### src/rtl/cec_msg_sequencer.sv
// cec_msg_sequencer: serialises one CEC frame (header, opcode, operand bytes)
// towards a byte-wise line driver. Rejected bytes cause a timed back-off and a
// full re-send from the header; an abort or exhausted retries end in error.
module cec_msg_sequencer #(
    parameter int         MAX_PARAMS  = 4,
    parameter int         MAX_RETRIES = 2,
    parameter int         RETRY_GAP   = 16,
    parameter logic [3:0] SRC_ADDR    = 4'd14
) (
    input  logic                             clk,
    input  logic                             rst,
    input  logic                             trigger,
    input  logic                             abort,
    input  logic [3:0]                       dst_addr,
    input  logic [7:0]                       op_code,
    input  logic [$clog2(MAX_PARAMS+1)-1:0]  param_count,
    input  logic [8*MAX_PARAMS-1:0]          params,
    input  logic                             data_acknowledged,
    input  logic                             data_rejected,
    output logic [7:0]                       data_out,
    output logic                             data_eom,
    output logic                             data_broadcast,
    output logic                             data_ready,
    output logic                             busy,
    output logic                             done,
    output logic                             error,
    output logic [$clog2(MAX_RETRIES+1)-1:0] retry_count
);
    localparam int PCW = $clog2(MAX_PARAMS + 1);
    localparam int RCW = $clog2(MAX_RETRIES + 1);
    localparam int GW  = $clog2(RETRY_GAP + 1);

    localparam logic [PCW-1:0] PC_MAX   = PCW'(MAX_PARAMS);
    localparam logic [RCW-1:0] RC_MAX   = RCW'(MAX_RETRIES);
    localparam logic [GW-1:0]  GAP_LAST = GW'(RETRY_GAP - 1);

    localparam logic [2:0] IDLE         = 3'd0;
    localparam logic [2:0] SEND_HEADER  = 3'd1;
    localparam logic [2:0] SEND_OP_CODE = 3'd2;
    localparam logic [2:0] SEND_PARAMS  = 3'd3;
    localparam logic [2:0] RETRY_WAIT   = 3'd4;

    logic [2:0]              state;
    logic [3:0]              dst_q;
    logic [7:0]              op_q;
    logic [8*MAX_PARAMS-1:0] params_q;
    logic [PCW-1:0]          pc_q;
    logic                    bcast_q;
    logic [PCW-1:0]          idx;
    logic [PCW-1:0]          idx_nxt;
    logic [GW-1:0]           gap;

    // Operand byte selected by index; a loop keeps the select width-exact.
    function automatic logic [7:0] param_byte(input logic [8*MAX_PARAMS-1:0] p,
                                              input logic [PCW-1:0] i);
        logic [7:0] b;
        b = 8'h00;
        for (int k = 0; k < MAX_PARAMS; k++) begin
            if (PCW'(k) == i) b = p[8*k +: 8];
        end
        return b;
    endfunction

    assign idx_nxt = idx + 1'b1;

    // Broadcast flag is only meaningful while a message is in flight.
    assign data_broadcast = busy & bcast_q;

    // Message sequencing: latch, present bytes, handle handshake, retry and abort.
    always_ff @(posedge clk) begin
        if (rst) begin
            state       <= IDLE;
            data_out    <= 8'h00;
            data_eom    <= 1'b0;
            data_ready  <= 1'b0;
            busy        <= 1'b0;
            done        <= 1'b0;
            error       <= 1'b0;
            retry_count <= '0;
            bcast_q     <= 1'b0;
            idx         <= '0;
            gap         <= '0;
        end else begin
            data_ready <= 1'b0;
            done       <= 1'b0;
            error      <= 1'b0;
            if (abort && state != IDLE) begin
                state    <= IDLE;
                data_out <= 8'h00;
                data_eom <= 1'b0;
                error    <= 1'b1;
            end else if (state == IDLE) begin
                // busy covers the done/error cycle, so it also blocks a trigger there
                busy <= 1'b0;
                if (trigger && !busy) begin
                    dst_q       <= dst_addr;
                    op_q        <= op_code;
                    params_q    <= params;
                    pc_q        <= (param_count > PC_MAX) ? PC_MAX : param_count;
                    bcast_q     <= (dst_addr == 4'hF);
                    retry_count <= '0;
                    busy        <= 1'b1;
                    data_out    <= {SRC_ADDR, dst_addr};
                    data_eom    <= 1'b0;
                    data_ready  <= 1'b1;
                    state       <= SEND_HEADER;
                end
            end else if (state == RETRY_WAIT) begin
                if (gap == GAP_LAST) begin
                    data_out   <= {SRC_ADDR, dst_q};
                    data_eom   <= 1'b0;
                    data_ready <= 1'b1;
                    state      <= SEND_HEADER;
                end else begin
                    gap <= gap + 1'b1;
                end
            end else if (data_rejected) begin
                // a reject wins over a simultaneous ack
                if (retry_count < RC_MAX) begin
                    retry_count <= retry_count + 1'b1;
                    gap         <= '0;
                    state       <= RETRY_WAIT;
                end else begin
                    state    <= IDLE;
                    data_out <= 8'h00;
                    data_eom <= 1'b0;
                    error    <= 1'b1;
                end
            end else if (data_acknowledged) begin
                if (state == SEND_HEADER) begin
                    data_out   <= op_q;
                    data_eom   <= (pc_q == '0);
                    data_ready <= 1'b1;
                    state      <= SEND_OP_CODE;
                end else if ((state == SEND_OP_CODE && pc_q == '0) ||
                             (state == SEND_PARAMS && idx == pc_q - 1'b1)) begin
                    state    <= IDLE;
                    data_out <= 8'h00;
                    data_eom <= 1'b0;
                    done     <= 1'b1;
                end else if (state == SEND_OP_CODE) begin
                    idx        <= '0;
                    data_out   <= param_byte(params_q, '0);
                    data_eom   <= (pc_q == PCW'(1));
                    data_ready <= 1'b1;
                    state      <= SEND_PARAMS;
                end else begin
                    idx        <= idx_nxt;
                    data_out   <= param_byte(params_q, idx_nxt);
                    data_eom   <= (idx_nxt == pc_q - 1'b1);
                    data_ready <= 1'b1;
                end
            end
        end
    end
endmodule

### config.mk
export PLATFORM = sky130hd
export DESIGN_NAME = cec_msg_sequencer
export DESIGN_NICKNAME = d
export VERILOG_FILES = /design/src/rtl/cec_msg_sequencer.sv
export SDC_FILE = /design/constraint.sdc
export NUM_CORES = 1
export LEC_CHECK = 0
export BUFFER_PORTS_ARGS = -buffer_cell sky130_fd_sc_hd__buf_4
export CORE_UTILIZATION = 50
export DETAILED_ROUTE_END_ITERATION = 10
export HOLD_SLACK_MARGIN = 0.1
export PLACE_DENSITY = 0.73
export REMOVE_ABC_BUFFERS = 1
export SYNTH_ARGS = -nofsm -noshare
export SYNTH_HDL_FRONTEND = slang
export SYNTH_SLANG_ARGS = --single-unit
### constraint.sdc
create_clock -name clk -period 5.3 [get_ports clk]
set_clock_uncertainty 0.15 [all_clocks]
set_input_delay 0.265 -clock clk [delete_from_list [all_inputs] [get_ports clk]]
set_output_delay 0.265 -clock clk [all_outputs]
set_load 0.01 [all_outputs]
==> results.sh, run 1 <==
export IMPL_fmax_mhz=376
export IMPL_ys_flop_type="edfxtp_1"
export IMPL_synthToLayoutAreaGrowth_pct=35.3
export IMPL_synthDistinctLibCells=51
export IMPL_gp_congestion=0.812
export IMPL_critPathLaunchType="flip-flop"
export IMPL_clockBufferDepth=2
export IMPL_ctsResizeCount=0
export IMPL_tightest_slew_ps=943
export IMPL_post_dp_hpwl_mm=5.33
export IMPL_powerDensity_mw_per_mm2=351
export IMPL_ys_top_cells_by_area="edfxtp_1 (39%), dfxtp_1 (15%), a21oi_1 (6.1%)"
export IMPL_netlist_area_mm2=0.00359
export IMPL_io_pins=69
export IMPL_cts_root_buffer="clkbuf_8"
export IMPL_numPortBuffers=68
export IMPL_die_y_um=86.7
export IMPL_async_flop_share=0
export IMPL_num_vias=3065
export IMPL_hold_start="data_rejected"
export IMPL_hold_violations=0
export IMPL_synth_seq_cells=74
export IMPL_slew_headroom=0.369
export IMPL_yosysTopAreaCellShare=0.393
export IMPL_r2r_worst_path_cells=4
export IMPL_synthCells=348
export IMPL_nFillCells=526
export IMPL_clkSlewWorstSetupHoldPaths_ps=80
export IMPL_num_antenna_cells=0
export IMPL_die_x_um=86.7
export IMPL_cp_startpoint="state[2]"
export IMPL_grt_overflow_total=0
export IMPL_rsz0062_at_grt="false"
export IMPL_r2r_start="state[2]"
export IMPL_drt_iter0_markers=210
export IMPL_ys_seq_area_frac=0.544
export IMPL_wirelength_mm=8.25
export IMPL_drive_gt1_frac=0.202
export IMPL_drtAntennaViolNets=0
export IMPL_numCtsBuffers=9
export IMPL_yosys_area_top_type="edfxtp_1"
export IMPL_worst_r2r_setup_slack_ps=2640
export IMPL_clock_sinks=74
export IMPL_cts_tree="built"
export IMPL_drc=0
export IMPL_rr_endpoint="params_q[3]"
export IMPL_hold_path_class="input pin to flip-flop"
export IMPL_cp_max_fo=47
export IMPL_antenna_found_initial=0
export IMPL_clock_latency_ps=340
export IMPL_hold_depth=4
export IMPL_cap_violations=0
export IMPL_grt_pass1_wl_mm=13.6
export IMPL_design_area_mm2=0.00485
export IMPL_placedInstanceArea_mm2=0.00413
export IMPL_start_util=0.522
export IMPL_ys_top_cells_by_count="edfxtp_1 (47), a21oi_1 (44), nand2_1 (34)"
export IMPL_vias_per_cell=5.50
export IMPL_tns_ps=0
export IMPL_min_period_over_period=0.502
export IMPL_placed_cells=490
export IMPL_slew_violations=0
export IMPL_synth_most_common_cell="edfxtp_1"
export IMPL_min_to="done"
export IMPL_fin_total_pwr_mw=1.70
export IMPL_h_tree_depth=3
export IMPL_fin_util=0.707
export IMPL_grt_pass1_vias=2973
export IMPL_period_needed_ps=2660
export IMPL_crit_type="flip-flop to flip-flop"
export IMPL_finalSetupViolations=0
export IMPL_yosys_warnings=0
export IMPL_critical_path_required_ps=5120
export IMPL_status="finished clean"
export IMPL_p_leak_nw=1.92
export IMPL_fin_cells=557
export IMPL_grt_usage=0.235
export IMPL_first_pass_iters=5
export IMPL_grt_max_degree=48
export IMPL_rows=30
export IMPL_wl_per_cell_um=14.8
export IMPL_ir_worst_vdd_v=0.000235
export IMPL_critical_path_arrival_ps=2490
export IMPL_synth_edf_count=47
export IMPL_nNetsFinal=519
export IMPL_core_mm2=0.00687
export IMPL_die_area_mm2=0.00752
export IMPL_avgSynthCellArea_um2=10.3
export IMPL_cp_end_kind="flip-flop"
## final cells by class
cell class,instances,area (um2),area share
Timing Repair Buffer,120,1030,0.212
Tap cell,96,120,0.0247
Sequential cell,74,1950,0.402
Clock inverter,6,81.3,0.0168
Inverter,11,41.3,0.00851
Multi-Input combinational cell,240,1500,0.310
Clock buffer,10,128,0.0263
## per-stage QoR
stage | setup slack (ps) | hold WS, ps
global route | 2450 | 193
CTS | 2650 | 148
global placement | 2730 | 293
finish | 2640 | 165
detailed placement | 2670 | 294
floorplan | 1370 | 184
## sequential cells by signal, summed over array words and instances, names as in the netlist, 2 cells and up
register,count
pc_q,3
op_q,8
dst_q,4
retry_count,2
state,3
data_out,8
params_q,32
gap,5
idx,3
## layer usage
layer  vias up  wire, um  share of wire  global-route usage
met4         0       165          0.020              0.0909
met1      1443      3570           0.43               0.303
met3        15       402          0.049              0.0362
met2       110      4110           0.50               0.398
li1       1497         -              -                   -
met5         -         0              0                   0
## worst max-delay path by stage
stage | end | slack [ps]
after global placement | params_q[8] | 2730
after global routing | state[0] | 2450
after floorplan | dst_q[0] | 1370
final | params_q[3] | 2640
after detailed placement | params_q[3] | 2670
after CTS | params_q[3] | 2650
## worst max-delay path, cell delays in order (launching register included)
cell	delay, ps
dfxtp_1	550
or3b_2	610
or2_2	360
nor2_4	90
buf_4	470
## layout by cell type, fill, tap and decap left out, types with 5 or more instances in the layout
master / netlist / routed
a21oi_1: 44 / 44
a22oi_1: 7 / 7
a32o_1: 5 / 5
buf_4: 0 / 69
clkbuf_8: 0 / 9
dfxtp_1: 27 / 27
dlygate4sd3_1: 0 / 51
edfxtp_1: 47 / 47
ha_1: 10 / 10
inv_1: 11 / 11
nand2_1: 34 / 34
nand2b_1: 14 / 14
nor2_1: 28 / 27
nor2b_1: 6 / 6
o21ai_0: 10 / 10
or3_1: 5 / 5
## report_power, final
part	total [mW]	internal (mW)	switching, mW
clock network	0.471	0.262	0.209
logic	0.465	0.213	0.252
registers	0.766	0.702	0.0648
total	1.70	1.18	0.526
## kinds of logic after synthesis
| group | after synthesis | share of synthesized area |
|---|---|---|
| AND/OR/NAND/NOR | 118 | 0.174 |
| AO/OA/AOI/OAI | 106 | 0.193 |
| buffers and inverters | 34 | 0.0394 |
| XOR/XNOR | 5 | 0.0122 |
| adder cells (fa/ha/maj) | 10 | 0.0349 |
| flip-flops | 74 | 0.544 |
| multiplexers | 1 | 0.00279 |
## timing repair
action                    in CTS  in global routing
setup buffers                  0                  0
hold buffers                  51                  0
hold endpoints to repair      58                  0
(Power assumes the default switching activity.)
==> inputs of run 2 (changes only) <==
==> constraint.sdc (replaced) <==
create_clock -name clk -period 2.52 [get_ports clk]
set_clock_uncertainty 0.15 [all_clocks]
set_input_delay 0.126 -clock clk [delete_from_list [all_inputs] [get_ports clk]]
set_output_delay 0.126 -clock clk [all_outputs]
set_load 0.01 [all_outputs]
==> results.sh, run 2 (same netlist as run 1, synthesis figures left out) <==
export IMPL_status="finished clean"
export IMPL_design_area_mm2=0.00494
export IMPL_critical_path_arrival_ps=2470
export IMPL_wl_per_cell_um=14.5
export IMPL_post_dp_hpwl_mm=5.50
export IMPL_core_mm2=0.00687
export IMPL_clock_sinks=74
export IMPL_h_tree_depth=3
export IMPL_critical_path_required_ps=2630
export IMPL_slowest_delay_ps=420
export IMPL_drtAntennaViolNets=0
export IMPL_drc=0
export IMPL_clock_latency_ps=360
export IMPL_fmax_mhz=423
export IMPL_hold_start="trigger"
export IMPL_drt_iter0_markers=211
export IMPL_numCtsBuffers=9
export IMPL_io_pins=69
export IMPL_fin_util=0.719
export IMPL_slowest_stage="ha_2"
export IMPL_synthToLayoutAreaGrowth_pct=37.7
export IMPL_first_pass_iters=4
export IMPL_cap_violations=0
export IMPL_crit_path_cell_trace="ha_1, ha_2, nor2_1, a32o_1, a221oi_1, o32ai_1, a22o_1"
export IMPL_r2r_start="idx[0]"
export IMPL_pwr_share_clk=0.240
export IMPL_finalSetupViolations=0
export IMPL_largest_register_ffs=32
export IMPL_rows=30
export IMPL_top_register="params_q"
export IMPL_post_place_ws_ps=91.4
export IMPL_clkSlewWorstSetupHoldPaths_ps=80
export IMPL_cp_max_fo=9
export IMPL_die_x_um=86.7
export IMPL_cts_tree="built"
export IMPL_p_int_mw=2.34
export IMPL_rsz0062_at_grt="false"
export IMPL_antenna_found_initial=0
export IMPL_final_cell_mix="buf_4 (79), dlygate4sd3_1 (53), edfxtp_1 (47)"
export IMPL_grt_max_degree=44
export IMPL_hold_path_class="input pin to flip-flop"
export IMPL_critPathLaunchType="flip-flop"
export IMPL_slew_headroom=0.564
export IMPL_gp_congestion=0.868
export IMPL_worst_slack_ps=156
export IMPL_power_frac_comb=0.306
export IMPL_nNetsFinal=532
export IMPL_die_area_mm2=0.00752
export IMPL_cp_startpoint="idx[0]"
export IMPL_crit_type="flip-flop to flip-flop"
export IMPL_cp_end_kind="flip-flop"
export IMPL_period_needed_ps=2360
export IMPL_cts_root_buffer="clkbuf_8"
export IMPL_start_util=0.522
export IMPL_crit_family="compound AO/OA/AOI/OAI gates"
export IMPL_slew_violations=0
export IMPL_grt_usage=0.237
export IMPL_num_vias=3046
export IMPL_grt_pass1_wl_mm=13.7
export IMPL_seqPwrFrac=0.454
export IMPL_vias_per_cell=5.34
export IMPL_final_common_cell="buf_4"
export IMPL_min_period_over_period=0.938
export IMPL_numPortBuffers=68
export IMPL_largestRegisters="params_q (32), data_out (8), op_q (8)"
export IMPL_powerDensity_mw_per_mm2=706
export IMPL_p_leak_nw=1.96
export IMPL_grt_overflow_total=0
export IMPL_p_sw_mw=1.15
export IMPL_p_sw_frac=0.331
export IMPL_drive_gt1_frac=0.226
export IMPL_ir_worst_vdd_v=0.000373
export IMPL_clockBufferDepth=2
export IMPL_tightest_slew_ps=653
export IMPL_die_y_um=86.7
export IMPL_hold_violations=0
export IMPL_num_antenna_cells=0
export IMPL_placedInstanceArea_mm2=0.00423
export IMPL_worst_path_buf_inv=0
export IMPL_wirelength_mm=8.24
export IMPL_grt_pass1_vias=3005
==> run 2: final timing paths <==
check                 to  slack [ps]  cells after the start
min           data_ready         180                      5
min reg2reg      bcast_q         330                      2
max          data_out[3]         160                      7
max reg2reg  data_out[3]         160                      7
==> run 2: power groups by stage <==
stage                     logic [mW]  clock network [mW]  registers, mW
final                           1.07               0.836           1.59
after global routing            1.18               0.899           1.60
after CTS                       1.06               0.849           1.58
after detailed placement       0.986                   0           1.61
after global placement         0.966                   0           1.61
after floorplan                0.564                   0           1.63
==> run 2: per-stage QoR <==
step | total power, mW | hold slack (ps) | std cells | setup TNS [ps]
after global routing | 3.68 | 213 | 570 | 0
after CTS | 3.49 | 166 | 570 | 0
final | 3.49 | 183 | 570 | 0
after floorplan | 2.20 | 45.1 | 325 | -66270
after global placement | 2.57 | 154 | 501 | 0
after detailed placement | 2.60 | 155 | 501 | 0
==> run 2: final cells by class <==
type / count / area, um2
clock buffers: 10 / 128
well taps: 96 / 120
multi-input cells: 240 / 1510
clock inverters: 6 / 50.0
repair buffers: 133 / 1140
fillers: 522 / 1930
inverters: 11 / 41.3
flip-flops and latches: 74 / 1950
==> run 2: tightest hold or removal path: stages <==
cell	delay [ps]
buf_4	110
or3b_2	220
nand2_1	60
nand2_1	60
a21oi_1	70
==> run 2: routing by layer <==
layer  GRT usage  wire length, um  vias to the layer above
met1       0.275             3540                     1423
li1            -                -                     1522
met3      0.0590              413                        9
met2       0.431             4190                       92
met5           0                0                        -
met4      0.0727               97                        0
==> run 2: what timing repair did <==
action / in CTS / in global routing
setup endpoints to repair: 0 / 6
resized for setup: 0 / 2
setup buffers: 0 / 0
hold endpoints to repair: 67 / 0
hold buffers: 53 / 0
